[config.mk]
export PLATFORM = sky130hd
export DESIGN_NAME = dc7cm_scan_flat
export DESIGN_NICKNAME = d
export VERILOG_FILES = /design/src/rtl/dc7cm_scan_if.sv /design/src/rtl/dc7cm_scan.sv /design/src/flat_wrapper.sv
export SDC_FILE = /design/constraint.sdc
export NUM_CORES = 1
export LEC_CHECK = 0
export ABC_AREA = 1
export BUFFER_PORTS_ARGS = -buffer_cell sky130_fd_sc_hd__buf_2
export CAP_MARGIN = 20
export CORE_AREA = 8 8 85 87
export DETAILED_ROUTE_END_ITERATION = 8
export DIE_AREA = 0 0 93 95
export GPL_TIMING_DRIVEN = 1
export PLACE_DENSITY = 0.92
export SLEW_MARGIN = 20
export SYNTH_ARGS = -nofsm -noshare
export SYNTH_HDL_FRONTEND = slang
export SYNTH_SLANG_ARGS = --single-unit
[constraint.sdc]
create_clock -name clk -period 3.25 [get_ports clk]
set_input_delay 0 -clock clk [delete_from_list [all_inputs] [get_ports clk]]
set_output_delay 0 -clock clk [all_outputs]
set_load 0.02 [all_outputs]
[src/rtl/dc7cm_scan_if.sv]
// Bus bundle for the multiplexed 7-segment scanner: data/control from the
// datapath side, segment and anode drive towards the display pins.
interface dc7cm_scan_if #(
  parameter int DIGITS = 4
);
  logic                  en;
  logic                  load;
  logic [4*DIGITS-1:0]   data;
  logic [DIGITS-1:0]     dp;
  logic [DIGITS-1:0]     blank;
  logic                  lzb;
  logic [6:0]            seg;
  logic                  seg_dp;
  logic [DIGITS-1:0]     an;
  logic                  frame_done;

  modport master (
    output en, load, data, dp, blank, lzb,
    input  seg, seg_dp, an, frame_done
  );

  modport slave (
    input  en, load, data, dp, blank, lzb,
    output seg, seg_dp, an, frame_done
  );
endinterface

[src/rtl/dc7cm_scan.sv]
// Time-multiplexed hex display driver: scans DIGITS digits with dead time,
// leading-zero blanking and tear-free frame-synchronous data updates.
module dc7cm_scan #(
  parameter int DIGITS         = 4,
  parameter int REFRESH_DIV    = 1000,
  parameter int GHOST_CYCLES   = 1,
  parameter bit SEG_ACTIVE_LOW = 1'b1,
  parameter bit AN_ACTIVE_LOW  = 1'b1
) (
  input  logic         clk,
  input  logic         rst_n,
  dc7cm_scan_if.slave  bus
);

  localparam int DW = (REFRESH_DIV > 1) ? $clog2(REFRESH_DIV) : 1;
  localparam int IW = $clog2(DIGITS);
  localparam logic [DW-1:0] DIV_LAST = DW'(REFRESH_DIV - 1);
  localparam logic [DW-1:0] GHOST_L  = DW'(GHOST_CYCLES);
  localparam logic [IW-1:0] IDX_LAST = IW'(DIGITS - 1);

  logic [DW-1:0]          div;
  logic [IW-1:0]          idx;
  logic [4*DIGITS-1:0]    disp_data, sh_data;
  logic [DIGITS-1:0]      disp_dp, disp_blank, sh_dp, sh_blank;
  logic                   pending;

  logic [6:0]             seg_r;
  logic                   seg_dp_r;
  logic [DIGITS-1:0]      an_r;
  logic                   frame_done_r;

  logic                   slot_end;
  logic                   wrap;
  logic [3:0]             cur_nib;
  logic [DIGITS-1:0]      lz_vec;
  logic                   upper_zero;
  logic                   dark;

  function automatic logic [6:0] decode(input logic [3:0] n);
    case (n)
      4'h0:    decode = 7'h3F;
      4'h1:    decode = 7'h06;
      4'h2:    decode = 7'h5B;
      4'h3:    decode = 7'h4F;
      4'h4:    decode = 7'h66;
      4'h5:    decode = 7'h6D;
      4'h6:    decode = 7'h7D;
      4'h7:    decode = 7'h07;
      4'h8:    decode = 7'h7F;
      4'h9:    decode = 7'h6F;
      4'hA:    decode = 7'h77;
      4'hB:    decode = 7'h7C;
      4'hC:    decode = 7'h39;
      4'hD:    decode = 7'h5E;
      4'hE:    decode = 7'h79;
      default: decode = 7'h71;
    endcase
  endfunction

  assign slot_end = (div == DIV_LAST);
  assign wrap     = bus.en && slot_end && (idx == IDX_LAST);
  assign cur_nib  = disp_data[{idx, 2'b00} +: 4];

  // lz_vec[i] is set when digit i and every more significant digit are zero
  always_comb begin
    upper_zero = 1'b1;
    lz_vec     = '0;
    for (int i = DIGITS - 1; i >= 0; i--) begin
      upper_zero = upper_zero & (disp_data[4*i +: 4] == 4'd0);
      lz_vec[i]  = upper_zero;
    end
  end

  assign dark = disp_blank[idx] | (bus.lzb & (idx != '0) & lz_vec[idx]);

  always_ff @(posedge clk) begin
    if (!rst_n) begin
      div          <= '0;
      idx          <= '0;
      disp_data    <= '0;
      disp_dp      <= '0;
      disp_blank   <= '0;
      sh_data      <= '0;
      sh_dp        <= '0;
      sh_blank     <= '0;
      pending      <= 1'b0;
      seg_r        <= '0;
      seg_dp_r     <= 1'b0;
      an_r         <= '0;
      frame_done_r <= 1'b0;
    end else begin
      if (bus.load) begin
        sh_data  <= bus.data;
        sh_dp    <= bus.dp;
        sh_blank <= bus.blank;
        pending  <= 1'b1;
      end

      if (bus.en) begin
        if (slot_end) begin
          div <= '0;
          idx <= (idx == IDX_LAST) ? '0 : idx + 1'b1;
        end else begin
          div <= div + 1'b1;
        end
      end

      // A load landing on the wrap cycle bypasses the shadow so it shows at once
      if (wrap) begin
        if (bus.load) begin
          disp_data  <= bus.data;
          disp_dp    <= bus.dp;
          disp_blank <= bus.blank;
        end else if (pending) begin
          disp_data  <= sh_data;
          disp_dp    <= sh_dp;
          disp_blank <= sh_blank;
        end
        pending <= 1'b0;
      end

      frame_done_r <= wrap;

      if (!bus.en || (div < GHOST_L)) begin
        an_r     <= '0;
        seg_r    <= '0;
        seg_dp_r <= 1'b0;
      end else begin
        an_r     <= DIGITS'(1) << idx;
        seg_r    <= dark ? 7'h00 : decode(cur_nib);
        seg_dp_r <= ~dark & disp_dp[idx];
      end
    end
  end

  assign bus.seg        = SEG_ACTIVE_LOW ? ~seg_r    : seg_r;
  assign bus.seg_dp     = SEG_ACTIVE_LOW ? ~seg_dp_r : seg_dp_r;
  assign bus.an         = AN_ACTIVE_LOW  ? ~an_r     : an_r;
  assign bus.frame_done = frame_done_r;

endmodule

[src/flat_wrapper.sv]
// flat-port wrapper written by rule: the top's interface ports become plain ports
module dc7cm_scan_flat 
#(
  parameter int DIGITS         = 4,
  parameter int REFRESH_DIV    = 1000,
  parameter int GHOST_CYCLES   = 1,
  parameter bit SEG_ACTIVE_LOW = 1'b1,
  parameter bit AN_ACTIVE_LOW  = 1'b1
)
  (clk, rst_n, bus_en, bus_load, bus_data, bus_dp, bus_blank, bus_lzb, bus_seg, bus_seg_dp, bus_an, bus_frame_done);
  dc7cm_scan_if #(.DIGITS(DIGITS)) bus_i ();
  input  logic clk;
  input  logic rst_n;
  input wire logic [$bits(bus_i.en)-1:0] bus_en;
  input wire logic [$bits(bus_i.load)-1:0] bus_load;
  input wire logic [$bits(bus_i.data)-1:0] bus_data;
  input wire logic [$bits(bus_i.dp)-1:0] bus_dp;
  input wire logic [$bits(bus_i.blank)-1:0] bus_blank;
  input wire logic [$bits(bus_i.lzb)-1:0] bus_lzb;
  output wire logic [$bits(bus_i.seg)-1:0] bus_seg;
  output wire logic [$bits(bus_i.seg_dp)-1:0] bus_seg_dp;
  output wire logic [$bits(bus_i.an)-1:0] bus_an;
  output wire logic [$bits(bus_i.frame_done)-1:0] bus_frame_done;
  assign bus_i.en = bus_en;
  assign bus_i.load = bus_load;
  assign bus_i.data = bus_data;
  assign bus_i.dp = bus_dp;
  assign bus_i.blank = bus_blank;
  assign bus_i.lzb = bus_lzb;
  assign bus_seg = bus_i.seg;
  assign bus_seg_dp = bus_i.seg_dp;
  assign bus_an = bus_i.an;
  assign bus_frame_done = bus_i.frame_done;
  dc7cm_scan #(.DIGITS(DIGITS), .REFRESH_DIV(REFRESH_DIV), .GHOST_CYCLES(GHOST_CYCLES), .SEG_ACTIVE_LOW(SEG_ACTIVE_LOW), .AN_ACTIVE_LOW(AN_ACTIVE_LOW)) u_core (.clk(clk), .rst_n(rst_n), .bus(bus_i));
endmodule
# Word level (Yosys, flattened, before mapping)
# Memory sizes are Yosys's and may differ from the RTL's. A register that Yosys moved wholly into a read port is not among the register bits.
# Cells that the tools add are included.
# classes
magnitude_cmp	2
n_addsub	2
reduce_logical	15
bitwise	12
mux	14
n_eq_ne	2
shift	2
# op_table
cell	count
$mux W16	2
$logic_not A4 Y1	4
$mux W4	4
$shiftx A16 B5 Y4	1
$add A10 B1 Y10 const B	1
$eq A10 B10 Y1 const B	1
$lt A10 B1 Y1 const B	1
$mux W10	1
$not A7 Y7	1
$and A1 B1 Y1	6
$bmux W1 S2	3
$not A4 Y4	1
$reduce_and A2 Y1	2
$reduce_bool A2 Y1	2
$reduce_or A2 Y1	2
$shl A1 B2 Y4 const A	1
$lt A2 B3 Y1 const B	1
$mux W1	3
$not A1 Y1	3
$reduce_or A3 Y1	1
$add A2 B1 Y2 const B	1
$eq A2 B2 Y1 const B	1
$logic_and A1 B1 Y1	2
$mux W2	1
3 further kinds	3
# totals
register_bits	67
mem_bits_ro	112
elab_cells	62
inputBits	29
out_inout_bits	13
mem_count	1
# mem_list
memory	depth	word_bits	read_ports	rd_ports_with_merged_regs	wr	line	text
(name not given)	16	7	1	1	0	dc7cm_scan.sv:40	case (n)

# Depth between registers and ports, before layout
# logic_depth
ltp_word	10
depth_mapped	14
depth_no_buf	12

# Worst setup path before layout
# Ideal clock, no wire load.
# synth_timing
path_kind	reg-to-reg
startpoint	register u_core.idx[0]
endpoint	register u_core.seg_r[3]
path_stages_with_launch	13
period_less_slack_ns	1.695
required_ns	3.134
setup_time_ns	0.116
arrival_time_ns	1.579
path_buffers	2
slack_ns	1.555
path_cell_list	dfxtp_1 > buf_2 > inv_2 > buf_2 > nand2_1 > nand3_1 > nand2_1 > inv_1 > ha_1 > nand3_1 > nand3_1 > nand2_1 > nor2_1
# synth_between
elab_chain_len	5
elab_cells_between_ends	10
cone_classes	shift: 1; mux: 4; bitwise: 3; reduce/logical: 2
# synth_rtl
item	line	text
from (decl)	dc7cm_scan.sv:22	logic [IW-1:0] idx;
from (signal assigned)	dc7cm_scan.sv:102	idx <= (idx == IDX_LAST) ? '0 : idx + 1'b1;
$bmux W1 S2 / $reduce_bool A2 Y1 (equally long branches)	dc7cm_scan.sv:74	assign dark = disp_blank[idx] | (bus.lzb & (idx != '0) & lz_vec[idx]);
$mux W1 (implied by the code) / $and A1 B1 Y1 (equally long branches)	dc7cm_scan.sv:74	
$and A1 B1 Y1	dc7cm_scan.sv:74	
$or A1 B1 Y1	dc7cm_scan.sv:74	
$reduce_or A3 Y1 (no source line)	-	
to (decl)	dc7cm_scan.sv:27	logic [6:0] seg_r;
# Several ways; a longest one is shown, not always the timed one. The select of a mux whose other input is x is not followed.
# A chain may end at the register's enable or synchronous reset.

# Worst setup path in the final report
# layout_timing
startpoint	register u_core.idx[0]
endpoint	register u_core.disp_blank[2]
# layout_between
elab_chain_len	3
# layout_rtl
item	line	text
$eq A2 B2 Y1	dc7cm_scan.sv:61	assign wrap = bus.en && slot_end && (idx == IDX_LAST);
$logic_and A1 B1 Y1	dc7cm_scan.sv:61	
$reduce_and A2 Y1 (no source line)	-	
to (signal assigned)	dc7cm_scan.sv:113	disp_blank <= bus.blank;
to (signal assigned)	dc7cm_scan.sv:117	disp_blank <= sh_blank;
to (decl)	dc7cm_scan.sv:24	logic [DIGITS-1:0] disp_dp, disp_blank, sh_dp, sh_blank;
# No other way between the ends.

==> impl_metrics.env <==
export IMPL_status="finished, final reports clean"
export IMPL_syn_area_mm2=0.00345
export IMPL_yosys_top_cells_count="nor2_1, nand2_1, dfxtp_1"
export IMPL_syn_inst=478
export IMPL_dieWidth_um=93
export IMPL_routed_via_density=5.09
export IMPL_drtAntennaViolNets=0
export IMPL_synth_seq_cells=74
export IMPL_max_slew_margin_pct=42.4
export IMPL_fin_nets=577
export IMPL_setup_tns_ps=0
export IMPL_cp_data_required_time_ps=3510
export IMPL_vias=3141
export IMPL_syn_to_final_growth_pct=19.6
export IMPL_gr_total_overflow=0
export IMPL_critPathKind="register to register"
export IMPL_drv_slew=0
export IMPL_htreeDepth=3
export IMPL_fmax_mhz=435
export IMPL_cts_max_path_buffers=2
export IMPL_diodes=0
export IMPL_antenna_found_initial=0
export IMPL_yosysMostFrequentCell="nor2_1"
export IMPL_grtUsageMet3_pct=5.40
export IMPL_hpwlAfterDp_um=4990
export IMPL_grt_pass1_wl_um=13900
export IMPL_io_buffers=41
export IMPL_hold_class="input port to register"
export IMPL_wl_per_cell_um=13.0
export IMPL_grt_usage_pct=19.8
export IMPL_ir_drop_uv=355
export IMPL_dieHeight_um=95
export IMPL_grt_max_degree=31
export IMPL_grt_use_met1_pct=20.9
export IMPL_synth_flop_cell="dfxtp_1"
export IMPL_maxCapViolCount=0
export IMPL_grtUsageMet2_pct=35.1
export IMPL_period_share_pct=70.8
export IMPL_cts_resized=0
export IMPL_cp_arrival_ps=2560
export IMPL_synth_area_leaders="dfxtp_1, nor2_1, nand2_1"
export IMPL_first_global_vias=3092
export IMPL_cts_buffers_inserted=9
export IMPL_dieArea_mm2=0.00884
export IMPL_synth_edf_count=0
export IMPL_synthArstFlopShare_pct=0
export IMPL_crit_path_start_kind="register"
export IMPL_cts_sinks=74
export IMPL_ys_types=26
export IMPL_powerDensity_mw_per_mm2=459
export IMPL_first_pass_iters=5
export IMPL_ys_seq_area_share_pct=43.0
export IMPL_root_buffer="clkbuf_8"
export IMPL_finalHoldViolCount=0
export IMPL_drt_iter0_drc=212
export IMPL_ys_warn_count=0
export IMPL_routabilityCongestion=0.886
export IMPL_cts_tree="yes"
export IMPL_total_leakage_power_nw=1.88
export IMPL_final_cells=617
export IMPL_clk_pin_slew_ps=80
export IMPL_coreArea_mm2=0.00582
export IMPL_worstSetupEndpointType="register"
export IMPL_timing_hold_ws_ps=125
export IMPL_busiest_layer="met2"
export IMPL_wl_um=8050
export IMPL_postCtsHoldBufs=25
export IMPL_postCtsSetupBuffers=0
export IMPL_drc=0
export IMPL_avgSynthCellArea_um2=7.21
export IMPL_synth_top_cell_area_share_pct=43.0
export IMPL_min_period_ps=2300
export IMPL_syn_nets=518
export IMPL_yosysTopAreaCell="dfxtp_1"
export IMPL_cp_max_fo=24
export IMPL_clk_latency_ps=360
export IMPL_std_cell_rows=28
export IMPL_io_pin_count=42
export IMPL_fin_skew_ps=8.23
export IMPL_start_util_pct=59.3
export IMPL_max_slew_worst_pin_slew_ps=863
export IMPL_final_setup_viol_count=0
export IMPL_fill_cells=476
export IMPL_drive_gt1_share_pct=12.5
export IMPL_dpl_cell_count=576
export IMPL_rsz0062_at_grt="no"
## critical path: stages (launching register included)
cell and delay [ps]:
dfxtp_1 760, ha_1 250, inv_1 100, nor2_2 690, nand3_1 200, nand2_1 120, nor2_1 50
## cells by family (layout without fill, tap and decap cells)
kind of cell / count (synthesis) / count (layout) / share of synthesized area (%)
AND/OR/NAND/NOR: 278 / 278 / 34.0
flip-flops: 74 / 74 / 43.0
buffers and inverters: 72 / 136 / 8.82
multiplexers: 24 / 24 / 6.97
AO/OA/AOI/OAI: 16 / 16 / 2.43
adder cells (fa/ha/maj): 11 / 11 / 3.99
XOR/XNOR: 3 / 3 / 0.763
## cell usage in the layout (no fill, tap or decap), types with 3 or more instances in the layout
| cell type | n |
|---|---|
| ha_1 | 11 |
| dlygate4sd3_1 | 25 |
| dfxtp_1 | 74 |
| nor2_1 | 110 |
| nor3_1 | 4 |
| inv_2 | 6 |
| nand2_1 | 102 |
| inv_1 | 48 |
| buf_2 | 41 |
| mux2i_1 | 24 |
| a21oi_1 | 7 |
| nand3_1 | 52 |
| clkbuf_8 | 10 |
| xor2_1 | 3 |
| o21ai_0 | 8 |
## flip-flops by register name (all words and copies together) (netlist names)
signal                 count
u_core.sh_blank            4
u_core.div                10
u_core.disp_dp             4
u_core.seg_dp_r            1
u_core.disp_blank          4
u_core.seg_r               7
u_core.disp_data          16
u_core.an_r                4
u_core.sh_dp               4
u_core.sh_data            16
u_core.idx                 2
u_core.pending             1
u_core.bus.frame_done      1
## through the flow
step | cell area (µm²) | util, % | total power [mW] | worst slack, ps
2_1_floorplan | 3450 | - | 1.04 | 1560
3_3_place_gp | 3640 | 62.7 | 1.07 | 1080
3_5_place_dp | 3640 | 62.7 | 1.08 | 1030
4_1_cts | 4120 | 70.9 | 1.89 | 995
5_1_grt | 4120 | 70.9 | 1.96 | 695
6_report | 4120 | 70.9 | 1.89 | 950
## where the power goes
group,internal (mW),switching (mW),total [mW]
clock,0.454,0.352,0.806
sequential,0.931,0.00850,0.940
combinational,0.0644,0.0813,0.146
total,1.45,0.442,1.89
## path summary, 6_finish.rpt
path                  from                   end  slack, ps  cells past startpoint
max reg2reg  u_core.idx[0]  u_core.disp_blank[2]        950                      6
min                  rst_n  u_core.disp_blank[0]        130                      3
min reg2reg  u_core.div[7]         u_core.div[7]        480                      2
max          u_core.idx[0]  u_core.disp_blank[2]        950                      6
## routing by layer
layer,wire length [µm],up-vias
met4,182,0
met1,3390,1433
met2,4000,89
met5,0,-
met3,479,19
li1,-,1600
## cell type report
type	count	area, µm²	area share, %
Multi-Input combinational cell	332	1660	40.3
Sequential cell	74	1480	35.9
Timing Repair Buffer	66	455	11.1
Inverter	54	203	4.92
Clock buffer	10	138	3.34
Tap cell	75	93.8	2.28
Clock inverter	6	90.1	2.19
No activity file was read; power rests on OpenSTA's default activity.
